--- src/rtl/axi4_lite_master_ctrl_if.sv ---
`timescale 1ns/1ps
// Requester command/response bundle plus the AXI4-Lite master channels.
// "master" is the controller's view; "slave" is the requester-and-memory view.
interface axi4_lite_master_ctrl_if #(
  parameter int ADDRESS    = 32,
  parameter int DATA_WIDTH = 32
);
  logic                  cmd_valid;
  logic                  cmd_ready;
  logic                  cmd_write;
  logic [ADDRESS-1:0]    cmd_addr;
  logic [DATA_WIDTH-1:0] cmd_wdata;
  logic [3:0]            cmd_wstrb;

  logic                  rsp_valid;
  logic [DATA_WIDTH-1:0] rsp_rdata;
  logic [1:0]            rsp_resp;
  logic                  rsp_timeout;

  logic [ADDRESS-1:0]    M_AWADDR;
  logic                  M_AWVALID;
  logic                  M_AWREADY;
  logic [DATA_WIDTH-1:0] M_WDATA;
  logic [3:0]            M_WSTRB;
  logic                  M_WVALID;
  logic                  M_WREADY;
  logic [1:0]            M_BRESP;
  logic                  M_BVALID;
  logic                  M_BREADY;
  logic [ADDRESS-1:0]    M_ARADDR;
  logic                  M_ARVALID;
  logic                  M_ARREADY;
  logic [DATA_WIDTH-1:0] M_RDATA;
  logic [1:0]            M_RRESP;
  logic                  M_RVALID;
  logic                  M_RREADY;

  modport master (
    input  cmd_valid, cmd_write, cmd_addr, cmd_wdata, cmd_wstrb,
    output cmd_ready,
    output rsp_valid, rsp_rdata, rsp_resp, rsp_timeout,
    output M_AWADDR, M_AWVALID, M_WDATA, M_WSTRB, M_WVALID, M_BREADY,
    output M_ARADDR, M_ARVALID, M_RREADY,
    input  M_AWREADY, M_WREADY, M_BRESP, M_BVALID,
    input  M_ARREADY, M_RDATA, M_RRESP, M_RVALID
  );

  modport slave (
    output cmd_valid, cmd_write, cmd_addr, cmd_wdata, cmd_wstrb,
    input  cmd_ready,
    input  rsp_valid, rsp_rdata, rsp_resp, rsp_timeout,
    input  M_AWADDR, M_AWVALID, M_WDATA, M_WSTRB, M_WVALID, M_BREADY,
    input  M_ARADDR, M_ARVALID, M_RREADY,
    output M_AWREADY, M_WREADY, M_BRESP, M_BVALID,
    output M_ARREADY, M_RDATA, M_RRESP, M_RVALID
  );
endinterface

--- src/rtl/axi4_lite_master_ctrl.sv ---
`timescale 1ns/1ps
// Single-outstanding AXI4-Lite master: one command in, one rsp_valid pulse out (3 cycles best case).
// No response backpressure; cmd_ready is low until the transaction completes or times out.
module axi4_lite_master_ctrl #(
  parameter int ADDRESS        = 32,
  parameter int DATA_WIDTH     = 32,
  parameter int TIMEOUT_CYCLES = 64
) (
  input  logic                    ACLK,
  input  logic                    ARESETN,
  axi4_lite_master_ctrl_if.master bus
);
  localparam int CNT_W = $clog2(TIMEOUT_CYCLES);
  localparam logic [CNT_W-1:0] CNT_LAST = CNT_W'(TIMEOUT_CYCLES - 1);
  localparam logic [1:0] RESP_SLVERR = 2'b10;

  typedef enum logic [2:0] {
    IDLE    = 3'd0,
    WR_REQ  = 3'd1,
    WR_RESP = 3'd2,
    RD_REQ  = 3'd3,
    RD_RESP = 3'd4
  } state_t;

  state_t                r_state;
  logic                  r_awvalid;
  logic                  r_wvalid;
  logic                  r_bready;
  logic                  r_arvalid;
  logic                  r_rready;
  logic                  r_rsp_valid;
  logic                  r_rsp_timeout;
  logic [1:0]            r_rsp_resp;
  logic [DATA_WIDTH-1:0] r_rsp_rdata;
  logic [CNT_W-1:0]      r_cnt;
  logic [ADDRESS-1:0]    r_addr;
  logic [DATA_WIDTH-1:0] r_wdata;
  logic [3:0]            r_wstrb;

  state_t                w_state_nxt;
  logic                  w_awvalid_nxt;
  logic                  w_wvalid_nxt;
  logic                  w_bready_nxt;
  logic                  w_arvalid_nxt;
  logic                  w_rready_nxt;
  logic                  w_rsp_valid_nxt;
  logic                  w_rsp_timeout_nxt;
  logic [1:0]            w_rsp_resp_nxt;
  logic [DATA_WIDTH-1:0] w_rsp_rdata_nxt;
  logic [CNT_W-1:0]      w_cnt_nxt;
  logic [ADDRESS-1:0]    w_addr_nxt;
  logic [DATA_WIDTH-1:0] w_wdata_nxt;
  logic [3:0]            w_wstrb_nxt;

  logic                  w_cmd_ready;
  logic                  w_accept;
  logic [CNT_W-1:0]      w_cnt_inc;
  logic                  w_expire;
  logic                  w_aw_done;
  logic                  w_w_done;
  logic                  w_abort;

  assign w_cmd_ready = ARESETN && (r_state == IDLE);
  assign w_accept    = bus.cmd_valid && w_cmd_ready;
  assign w_cnt_inc   = r_cnt + CNT_W'(1);
  // Fires on the edge where the counter would reach TIMEOUT_CYCLES-1.
  assign w_expire    = (w_cnt_inc == CNT_LAST);
  assign w_aw_done   = !r_awvalid || bus.M_AWREADY;
  assign w_w_done    = !r_wvalid  || bus.M_WREADY;

  always_ff @(posedge ACLK) begin
    if (!ARESETN) begin
      r_state       <= IDLE;
      r_awvalid     <= 1'b0;
      r_wvalid      <= 1'b0;
      r_bready      <= 1'b0;
      r_arvalid     <= 1'b0;
      r_rready      <= 1'b0;
      r_rsp_valid   <= 1'b0;
      r_rsp_timeout <= 1'b0;
      r_rsp_resp    <= 2'b00;
      r_rsp_rdata   <= '0;
      r_cnt         <= '0;
      r_addr        <= '0;
      r_wdata       <= '0;
      r_wstrb       <= 4'h0;
    end else begin
      r_state       <= w_state_nxt;
      r_awvalid     <= w_awvalid_nxt;
      r_wvalid      <= w_wvalid_nxt;
      r_bready      <= w_bready_nxt;
      r_arvalid     <= w_arvalid_nxt;
      r_rready      <= w_rready_nxt;
      r_rsp_valid   <= w_rsp_valid_nxt;
      r_rsp_timeout <= w_rsp_timeout_nxt;
      r_rsp_resp    <= w_rsp_resp_nxt;
      r_rsp_rdata   <= w_rsp_rdata_nxt;
      r_cnt         <= w_cnt_nxt;
      r_addr        <= w_addr_nxt;
      r_wdata       <= w_wdata_nxt;
      r_wstrb       <= w_wstrb_nxt;
    end
  end

  always_comb begin
    w_state_nxt       = r_state;
    w_awvalid_nxt     = r_awvalid;
    w_wvalid_nxt      = r_wvalid;
    w_bready_nxt      = r_bready;
    w_arvalid_nxt     = r_arvalid;
    w_rready_nxt      = r_rready;
    w_rsp_valid_nxt   = 1'b0;
    w_rsp_timeout_nxt = 1'b0;
    w_rsp_resp_nxt    = r_rsp_resp;
    w_rsp_rdata_nxt   = r_rsp_rdata;
    w_cnt_nxt         = r_cnt;
    w_addr_nxt        = r_addr;
    w_wdata_nxt       = r_wdata;
    w_wstrb_nxt       = r_wstrb;
    w_abort           = 1'b0;

    case (r_state)
      IDLE: begin
        if (w_accept) begin
          w_addr_nxt  = bus.cmd_addr;
          w_wdata_nxt = bus.cmd_wdata;
          w_wstrb_nxt = bus.cmd_wstrb;
          w_cnt_nxt   = '0;
          if (bus.cmd_write) begin
            w_state_nxt   = WR_REQ;
            w_awvalid_nxt = 1'b1;
            w_wvalid_nxt  = 1'b1;
          end else begin
            w_state_nxt   = RD_REQ;
            w_arvalid_nxt = 1'b1;
          end
        end
      end

      WR_REQ: begin
        w_cnt_nxt     = w_cnt_inc;
        w_awvalid_nxt = r_awvalid && !bus.M_AWREADY;
        w_wvalid_nxt  = r_wvalid  && !bus.M_WREADY;
        if (w_aw_done && w_w_done) begin
          w_state_nxt  = WR_RESP;
          w_bready_nxt = 1'b1;
        end
        w_abort = w_expire;
      end

      WR_RESP: begin
        w_cnt_nxt = w_cnt_inc;
        if (bus.M_BVALID) begin
          w_state_nxt     = IDLE;
          w_bready_nxt    = 1'b0;
          w_rsp_valid_nxt = 1'b1;
          w_rsp_resp_nxt  = bus.M_BRESP;
          w_rsp_rdata_nxt = '0;
        end else begin
          w_abort = w_expire;
        end
      end

      RD_REQ: begin
        w_cnt_nxt     = w_cnt_inc;
        w_arvalid_nxt = r_arvalid && !bus.M_ARREADY;
        if (bus.M_ARREADY) begin
          w_state_nxt  = RD_RESP;
          w_rready_nxt = 1'b1;
        end
        w_abort = w_expire;
      end

      RD_RESP: begin
        w_cnt_nxt = w_cnt_inc;
        // A response landing on the expiry edge still completes normally.
        if (bus.M_RVALID) begin
          w_state_nxt     = IDLE;
          w_rready_nxt    = 1'b0;
          w_rsp_valid_nxt = 1'b1;
          w_rsp_resp_nxt  = bus.M_RRESP;
          w_rsp_rdata_nxt = bus.M_RDATA;
        end else begin
          w_abort = w_expire;
        end
      end

      default: begin
        w_state_nxt = IDLE;
      end
    endcase

    if (w_abort) begin
      w_state_nxt       = IDLE;
      w_awvalid_nxt     = 1'b0;
      w_wvalid_nxt      = 1'b0;
      w_bready_nxt      = 1'b0;
      w_arvalid_nxt     = 1'b0;
      w_rready_nxt      = 1'b0;
      w_rsp_valid_nxt   = 1'b1;
      w_rsp_timeout_nxt = 1'b1;
      w_rsp_resp_nxt    = RESP_SLVERR;
      w_rsp_rdata_nxt   = '0;
      w_cnt_nxt         = '0;
    end
  end

  assign bus.cmd_ready   = w_cmd_ready;
  assign bus.rsp_valid   = r_rsp_valid;
  assign bus.rsp_timeout = r_rsp_timeout;
  assign bus.rsp_resp    = r_rsp_resp;
  assign bus.rsp_rdata   = r_rsp_rdata;

  assign bus.M_AWADDR  = r_addr;
  assign bus.M_AWVALID = r_awvalid;
  assign bus.M_WDATA   = r_wdata;
  assign bus.M_WSTRB   = r_wstrb;
  assign bus.M_WVALID  = r_wvalid;
  assign bus.M_BREADY  = r_bready;
  assign bus.M_ARADDR  = r_addr;
  assign bus.M_ARVALID = r_arvalid;
  assign bus.M_RREADY  = r_rready;
endmodule

--- src/flat_wrapper.sv ---
// flat-port wrapper written by rule: the top's interface ports become plain ports
module axi4_lite_master_ctrl_flat 
#(
  parameter int ADDRESS        = 32,
  parameter int DATA_WIDTH     = 32,
  parameter int TIMEOUT_CYCLES = 64
)
  (ACLK, ARESETN, bus_cmd_valid, bus_cmd_write, bus_cmd_addr, bus_cmd_wdata, bus_cmd_wstrb, bus_cmd_ready, bus_rsp_valid, bus_rsp_rdata, bus_rsp_resp, bus_rsp_timeout, bus_M_AWADDR, bus_M_AWVALID, bus_M_WDATA, bus_M_WSTRB, bus_M_WVALID, bus_M_BREADY, bus_M_ARADDR, bus_M_ARVALID, bus_M_RREADY, bus_M_AWREADY, bus_M_WREADY, bus_M_BRESP, bus_M_BVALID, bus_M_ARREADY, bus_M_RDATA, bus_M_RRESP, bus_M_RVALID);
  axi4_lite_master_ctrl_if #(.ADDRESS(ADDRESS), .DATA_WIDTH(DATA_WIDTH)) bus_i ();
  input  logic ACLK;
  input  logic ARESETN;
  input wire logic [$bits(bus_i.cmd_valid)-1:0] bus_cmd_valid;
  input wire logic [$bits(bus_i.cmd_write)-1:0] bus_cmd_write;
  input wire logic [$bits(bus_i.cmd_addr)-1:0] bus_cmd_addr;
  input wire logic [$bits(bus_i.cmd_wdata)-1:0] bus_cmd_wdata;
  input wire logic [$bits(bus_i.cmd_wstrb)-1:0] bus_cmd_wstrb;
  output wire logic [$bits(bus_i.cmd_ready)-1:0] bus_cmd_ready;
  output wire logic [$bits(bus_i.rsp_valid)-1:0] bus_rsp_valid;
  output wire logic [$bits(bus_i.rsp_rdata)-1:0] bus_rsp_rdata;
  output wire logic [$bits(bus_i.rsp_resp)-1:0] bus_rsp_resp;
  output wire logic [$bits(bus_i.rsp_timeout)-1:0] bus_rsp_timeout;
  output wire logic [$bits(bus_i.M_AWADDR)-1:0] bus_M_AWADDR;
  output wire logic [$bits(bus_i.M_AWVALID)-1:0] bus_M_AWVALID;
  output wire logic [$bits(bus_i.M_WDATA)-1:0] bus_M_WDATA;
  output wire logic [$bits(bus_i.M_WSTRB)-1:0] bus_M_WSTRB;
  output wire logic [$bits(bus_i.M_WVALID)-1:0] bus_M_WVALID;
  output wire logic [$bits(bus_i.M_BREADY)-1:0] bus_M_BREADY;
  output wire logic [$bits(bus_i.M_ARADDR)-1:0] bus_M_ARADDR;
  output wire logic [$bits(bus_i.M_ARVALID)-1:0] bus_M_ARVALID;
  output wire logic [$bits(bus_i.M_RREADY)-1:0] bus_M_RREADY;
  input wire logic [$bits(bus_i.M_AWREADY)-1:0] bus_M_AWREADY;
  input wire logic [$bits(bus_i.M_WREADY)-1:0] bus_M_WREADY;
  input wire logic [$bits(bus_i.M_BRESP)-1:0] bus_M_BRESP;
  input wire logic [$bits(bus_i.M_BVALID)-1:0] bus_M_BVALID;
  input wire logic [$bits(bus_i.M_ARREADY)-1:0] bus_M_ARREADY;
  input wire logic [$bits(bus_i.M_RDATA)-1:0] bus_M_RDATA;
  input wire logic [$bits(bus_i.M_RRESP)-1:0] bus_M_RRESP;
  input wire logic [$bits(bus_i.M_RVALID)-1:0] bus_M_RVALID;
  assign bus_i.cmd_valid = bus_cmd_valid;
  assign bus_i.cmd_write = bus_cmd_write;
  assign bus_i.cmd_addr = bus_cmd_addr;
  assign bus_i.cmd_wdata = bus_cmd_wdata;
  assign bus_i.cmd_wstrb = bus_cmd_wstrb;
  assign bus_cmd_ready = bus_i.cmd_ready;
  assign bus_rsp_valid = bus_i.rsp_valid;
  assign bus_rsp_rdata = bus_i.rsp_rdata;
  assign bus_rsp_resp = bus_i.rsp_resp;
  assign bus_rsp_timeout = bus_i.rsp_timeout;
  assign bus_M_AWADDR = bus_i.M_AWADDR;
  assign bus_M_AWVALID = bus_i.M_AWVALID;
  assign bus_M_WDATA = bus_i.M_WDATA;
  assign bus_M_WSTRB = bus_i.M_WSTRB;
  assign bus_M_WVALID = bus_i.M_WVALID;
  assign bus_M_BREADY = bus_i.M_BREADY;
  assign bus_M_ARADDR = bus_i.M_ARADDR;
  assign bus_M_ARVALID = bus_i.M_ARVALID;
  assign bus_M_RREADY = bus_i.M_RREADY;
  assign bus_i.M_AWREADY = bus_M_AWREADY;
  assign bus_i.M_WREADY = bus_M_WREADY;
  assign bus_i.M_BRESP = bus_M_BRESP;
  assign bus_i.M_BVALID = bus_M_BVALID;
  assign bus_i.M_ARREADY = bus_M_ARREADY;
  assign bus_i.M_RDATA = bus_M_RDATA;
  assign bus_i.M_RRESP = bus_M_RRESP;
  assign bus_i.M_RVALID = bus_M_RVALID;
  axi4_lite_master_ctrl #(.ADDRESS(ADDRESS), .DATA_WIDTH(DATA_WIDTH), .TIMEOUT_CYCLES(TIMEOUT_CYCLES)) u_core (.ACLK(ACLK), .ARESETN(ARESETN), .bus(bus_i));
endmodule
--- config.mk ---
export PLATFORM = sky130hd
export DESIGN_NAME = axi4_lite_master_ctrl_flat
export DESIGN_NICKNAME = d
export VERILOG_FILES = /design/src/rtl/axi4_lite_master_ctrl_if.sv /design/src/rtl/axi4_lite_master_ctrl.sv /design/src/flat_wrapper.sv
export SDC_FILE = /design/constraint.sdc
export NUM_CORES = 1
export LEC_CHECK = 0
export CAP_MARGIN = 10
export CORE_ASPECT_RATIO = 0.6
export CORE_UTILIZATION = 40
export CTS_CLUSTER_DIAMETER = 150
export DETAILED_ROUTE_END_ITERATION = 8
export PLACE_DENSITY = 0.81
export SLEW_MARGIN = 10
export SYNTH_ARGS = -nofsm -noshare
export SYNTH_HDL_FRONTEND = slang
export SYNTH_SLANG_ARGS = --single-unit
--- constraint.sdc ---
create_clock -name ACLK -period 2.08 [get_ports ACLK]
set_input_delay 0.208 -clock ACLK [delete_from_list [all_inputs] [get_ports ACLK]]
set_output_delay 0.208 -clock ACLK [all_outputs]
set_load 0.01 [all_outputs]
### After elaboration in Yosys (flattened, before gate mapping)

Index checks and enable logic that the tools add are counted.
Widths: inputs -> output; s select.

* $add $sub $neg: 1
* equality and inequality tests: 14
* muxes and demuxes: 37
* bitwise gates (word level): 1
* reduce and logical (&&, ||, !) cells: 33

Operators by type and width (count)
* $mux 32: 2
* $pmux 32 s2: 1
* $reduce_and 3->1: 6
* $mux 3: 5
* $pmux 3 s5: 1
* $mux 1: 14
* $pmux 1 s2: 6
* $pmux 6 s2: 1
* $reduce_bool 2->1: 6
* $ne 2x2->1 const B: 5
* $mux 2: 4
* $add 6x1->6 const B: 1
* $eq 3x2->1 const B: 2
* $eq 6x6->1 const B: 1
* $logic_and 1x1->1: 6
* $mux 6: 1
* $ne 3x2->1 const B: 2
* $logic_not 1->1: 5
* $reduce_and 5->1: 1
* $ne 2x1->1 const B: 2
* $pmux 2 s2: 1
* $reduce_and 2->1: 2
* $reduce_or 2->1: 2
* $reduce_or 4->1: 1
* other kinds (7): 8

* register bits: 118
* input port bits: 113
* output and inout bits: 142
* word-level logic and storage cells: 101

### Longest topological paths before layout

* depth after elaboration: 6
* mapped depth: 8
* depth with buffers taken out: 6

### Least setup slack after synthesis

Ideal clock, no wire load.

* kind: register to register
* start: register u_core.r_state[1]
* end: register u_core.r_state[1]
* arrival time: 1473 ps
* data required time: 1980 ps
* setup slack: 508 ps
* stages on the path, launching flop included: 5
* path buffers: 1
* cells stage by stage: dfxtp_1 > buf_6 > or4_4 > and4b_4 > a2111oi_4

* cells in the longest elaborated chain, start to end: 5

Ends and longest elaborated chain
* from (decl): RTL line axi4_lite_master_ctrl.sv:25 `state_t r_state;`
* from (signal assigned): RTL line axi4_lite_master_ctrl.sv:88 `r_state <= w_state_nxt;`
* $logic_not 3->1: RTL line axi4_lite_master_ctrl.sv:63, axi4_lite_master_ctrl.sv:122
* $logic_and 1x1->1: RTL line axi4_lite_master_ctrl.sv:63 `assign w_cmd_ready = ARESETN && (r_state == IDLE);`
* $logic_and 1x1->1: RTL line axi4_lite_master_ctrl.sv:64 `assign w_accept = bus.cmd_valid && w_cmd_ready;`
* $ne 2x1->1 (no source line)
* $reduce_and 5->1 (no source line)

Several ways; a longest one is shown, not always the timed one.
A chain may end at the register's enable or synchronous reset.

### Worst setup path after layout

* start: register u_core.r_state[0]
* end: output bus_cmd_ready

* cells in the longest elaborated chain, start to end: 2

Ends and longest elaborated chain
* $logic_not 3->1: RTL line axi4_lite_master_ctrl.sv:63
* $logic_and 1x1->1: RTL line axi4_lite_master_ctrl.sv:63
* to (decl): RTL line flat_wrapper.sv:17 `output wire logic [$bits(bus_i.cmd_ready)-1:0] bus_cmd_ready;`

No other way between the ends.

==> impl_metrics.yaml <==
worst_setup_path:
  critPathMaxFanout: 15
  critPathArrivalTime_ns: 1.81
  crit_path_start_kind: "flip-flop"
  cpPeakStageDelay_ns: 0.53
  path_class: "reg -> out"
  crit_slowest_cell: "clkdlybuf4s50_1"
  required_ns: 1.87
  crit_chain: "nor3_2, buf_4, and2_1, clkdlybuf4s50_1"
  crit_buf_inv: 2
  cp_top_family: "buffers and inverters"
  cp-end-kind: "output pin"
yosys:
  synth-main-ff-cell: "dfxtp_1"
  synthTopCellsByArea: "dfxtp_1 (48%), nand2_1 (11%), nand3_1 (7.2%)"
  synth_most_common_cell: "nand2_1"
  synth-compound-area-share: 0.08979
  synthDistinctLibCells: 48
  synthDominantCellAreaShare: 0.4830
  syn_area_mm2: 0.004891
  synthMuxAreaShare: 0.004605
  yosys.area_share.simple: 0.3152
  yosysWarnings: 0
  synth_fa_ha_area_frac: 0.005116
  async_flop_share: 0
  syn_nets: 712
  synthCells: 597
  ys_ff_latch: 118
  synth_xor_area_frac: 0.001791
  synth_top_cell_by_area: "dfxtp_1"
  syn_area_per_cell_um2: 8.193
  synth_common_cells: "nand2_1 (140), dfxtp_1 (118), nand3_1 (70)"
  synth-edff-count: 0
  ys_seq_area_frac: 0.4830
  synth_top_family_by_area: "simple AND/OR/NAND/NOR gates"
grt:
  grt_pass1_wl_mm: 22.49
  use_met3: 0.06506
  antenna_found_initial: 0
  grtUsageMet1: 0.2780
  grt.busiest_layer: "met2"
  grt_max_degree: 70
  met2_usage: 0.3868
  grt_pass1_vias: 4670
  grt_use_total: 0.2270
  grt_overflow: 0
clock_network:
  numCtsBuffers: 17
  cts_tree: "yes"
  clk_pin_slew_ns: 0.05
  clockBufferDepth: 2
  clock_latency_ns: 0.39
  cts_max_level: 4
  clkSinkCount: 118
  holdBufCountCts: 0
  root_buffer: "clkbuf_16"
floorplanning:
  die_w_um: 144.8
  rows: 30
  core_mm2: 0.01160
  ios: 255
  die_h_um: 87.65
  start_util: 0.4217
  die_area_mm2: 0.01269
power:
  combPwrFrac: 0.207
  power.internal_mw: 5.157
  swShare: 0.2543
  p_leak_nw: 3.268
  p_sw_mw: 1.759
  clkPwrFrac: 0.415
  p_total_mw: 6.916
  ir_worst_vdd_mv: 0.5923
  seqPwrFrac: 0.378
  power_density_mw_per_mm2: 876.9
detailed_routing:
  finalWirelength_mm: 14.71
  routedWlPerCell_um: 15.10
  viasPerCell: 5.060
  dr.pass1.iters: 5
  drc: 0
  antenna_left: 0
  drtIter0Drc: 188
  vias: 4928
sta:
  min_period_ns: 2.021
  worst_pin_slew_ns: 0.6555
  hold_viol: 0
  tns_ns: 0
  slew_violations: 0
  fin_skew_ns: 0.01144
  fmax_mhz: 494.7
  grt_setup_unrepaired: "no"
  setup-violations-final: 0
  period_share: 0.9718
  slew_headroom: 0.5569
finish:
  finalNonFillerCells: 974
  nets: 917
  area_growth_pct: 61.27
  n_antenna_cell: 0
  drive_above_1_share: 0.07125
placed_design:
  dpl.cell_count: 942
  dp_hpwl_mm: 10.32
  io_buffers: 254
  place_congestion: 0.8262
hold_path:
  hp-class: "in -> reg"
run_status:
  status: "complete, no violations"
flow_run:
  cap_violations: 0
path summary, 6_finish.rpt:
kind,startpoint,to,slack (ns),cells after the start
worst max-delay path,u_core.r_state[0]$_SDFFE_PP0P_,bus_cmd_ready,0.06,4
worst min-delay path,bus_cmd_wdata[9],u_core.bus.M_WDATA[9]$_SDFFE_PN0P_,0.35,3
worst max register to register,u_core.r_state[2]$_SDFFE_PP0P_,u_core.bus.rsp_rdata[1]$_SDFFE_PP0P_,0.24,4
worst min register to register,u_core.bus.M_WSTRB[2]$_SDFFE_PN0P_,u_core.bus.M_WSTRB[2]$_SDFFE_PN0P_,0.45,2
registers in the layout, indices dropped and copies added (netlist names):
signal and cells:
u_core.bus.M_ARVALID 1, u_core.r_cnt 6, u_core.bus.rsp_rdata 32, u_core.bus.rsp_timeout 1
u_core.bus.M_WVALID 1, u_core.bus.M_ARADDR 32, u_core.bus.rsp_resp 2, u_core.r_state 3
u_core.bus.M_WSTRB 4, u_core.bus.rsp_valid 1, u_core.bus.M_BREADY 1, u_core.bus.M_RREADY 1
u_core.bus.M_WDATA 32, u_core.bus.M_AWVALID 1
area by class of cell:
class	instances	area, um2
clock buffer	23	488.0
clock inverter	8	97.59
fill	874	3711
inverter	6	22.52
multi-input combinational	392	2038
sequential	118	2369
tap	160	200.2
timing repair buffer	267	2673
placed cells by master (no fill, tap or decap), drive strengths merged, types with 4 or more instances in the layout:
cell type / count
dfxtp: 118
buf: 14
and2: 4
clkdlybuf4s50: 253
nor2: 6
nand2: 141
nor3: 48
clkbuf: 23
o21ai: 5
inv: 6
nand3: 70
and3: 33
a21oi: 40
what timing repair did:
item / in CTS / in global routing
hold endpoints to repair: 0 / 0
pin swaps: 0 / 1
setup endpoints to repair: 1 / 1
cloned: 0 / 0
resized for setup: 3 / 1
setup buffers: 0 / 1
layer usage:
| metal | wire [um] | vias to the layer above |
|---|---|---|
| met5 | 0 | - |
| met2 | 7114 | 196 |
| met1 | 6408 | 2301 |
| met4 | 153 | 0 |
| met3 | 1036 | 12 |
| li1 | - | 2419 |
power by group through the flow:
| stage | clock, mW | combinational [mW] | sequential (mW) |
|---|---|---|---|
| floorplan | 0 | 0.627 | 2.70 |
| global placement | 0 | 1.40 | 2.64 |
| detailed placement | 0 | 1.43 | 2.66 |
| CTS | 2.92 | 1.43 | 2.62 |
| global route | 3.03 | 1.55 | 2.64 |
| finish | 2.87 | 1.43 | 2.62 |
kinds of logic (layout without fill, tap and decap cells):
| kind of cell | Yosys count | after routing |
|---|---|---|
| XOR/XNOR | 1 | 1 |
| AO/OA/AOI/OAI | 68 | 68 |
| multiplexers | 1 | 1 |
| AND/OR/NAND/NOR | 320 | 320 |
| buffers and inverters | 87 | 304 |
| flip-flops | 118 | 118 |
| adder cells (fa/ha/maj) | 2 | 2 |
tightest hold or removal path, delay by kind of cell:
kind / cells / cell delay, ns
and+or+nand+nor: 2 / 0.09
buffers and inverters: 1 / 0.39
stage by stage:
| stage | util | setup WS [ns] | area [um2] | hold slack, ns |
|---|---|---|---|---|
| 5_1_grt | 0.6800 | 0.0003424 | 7888 | 0.3372 |
| 3_3_place_gp | 0.6284 | 0.1256 | 7288 | 0.4402 |
| 2_1_floorplan | - | 0.5078 | 4891 | 0.3070 |
| 4_1_cts | 0.6792 | 0.0006628 | 7878 | 0.3339 |
| 6_report | 0.6800 | 0.05868 | 7888 | 0.3498 |
| 3_5_place_dp | 0.6284 | 0.06526 | 7288 | 0.4446 |
(Power assumes the default switching activity.)
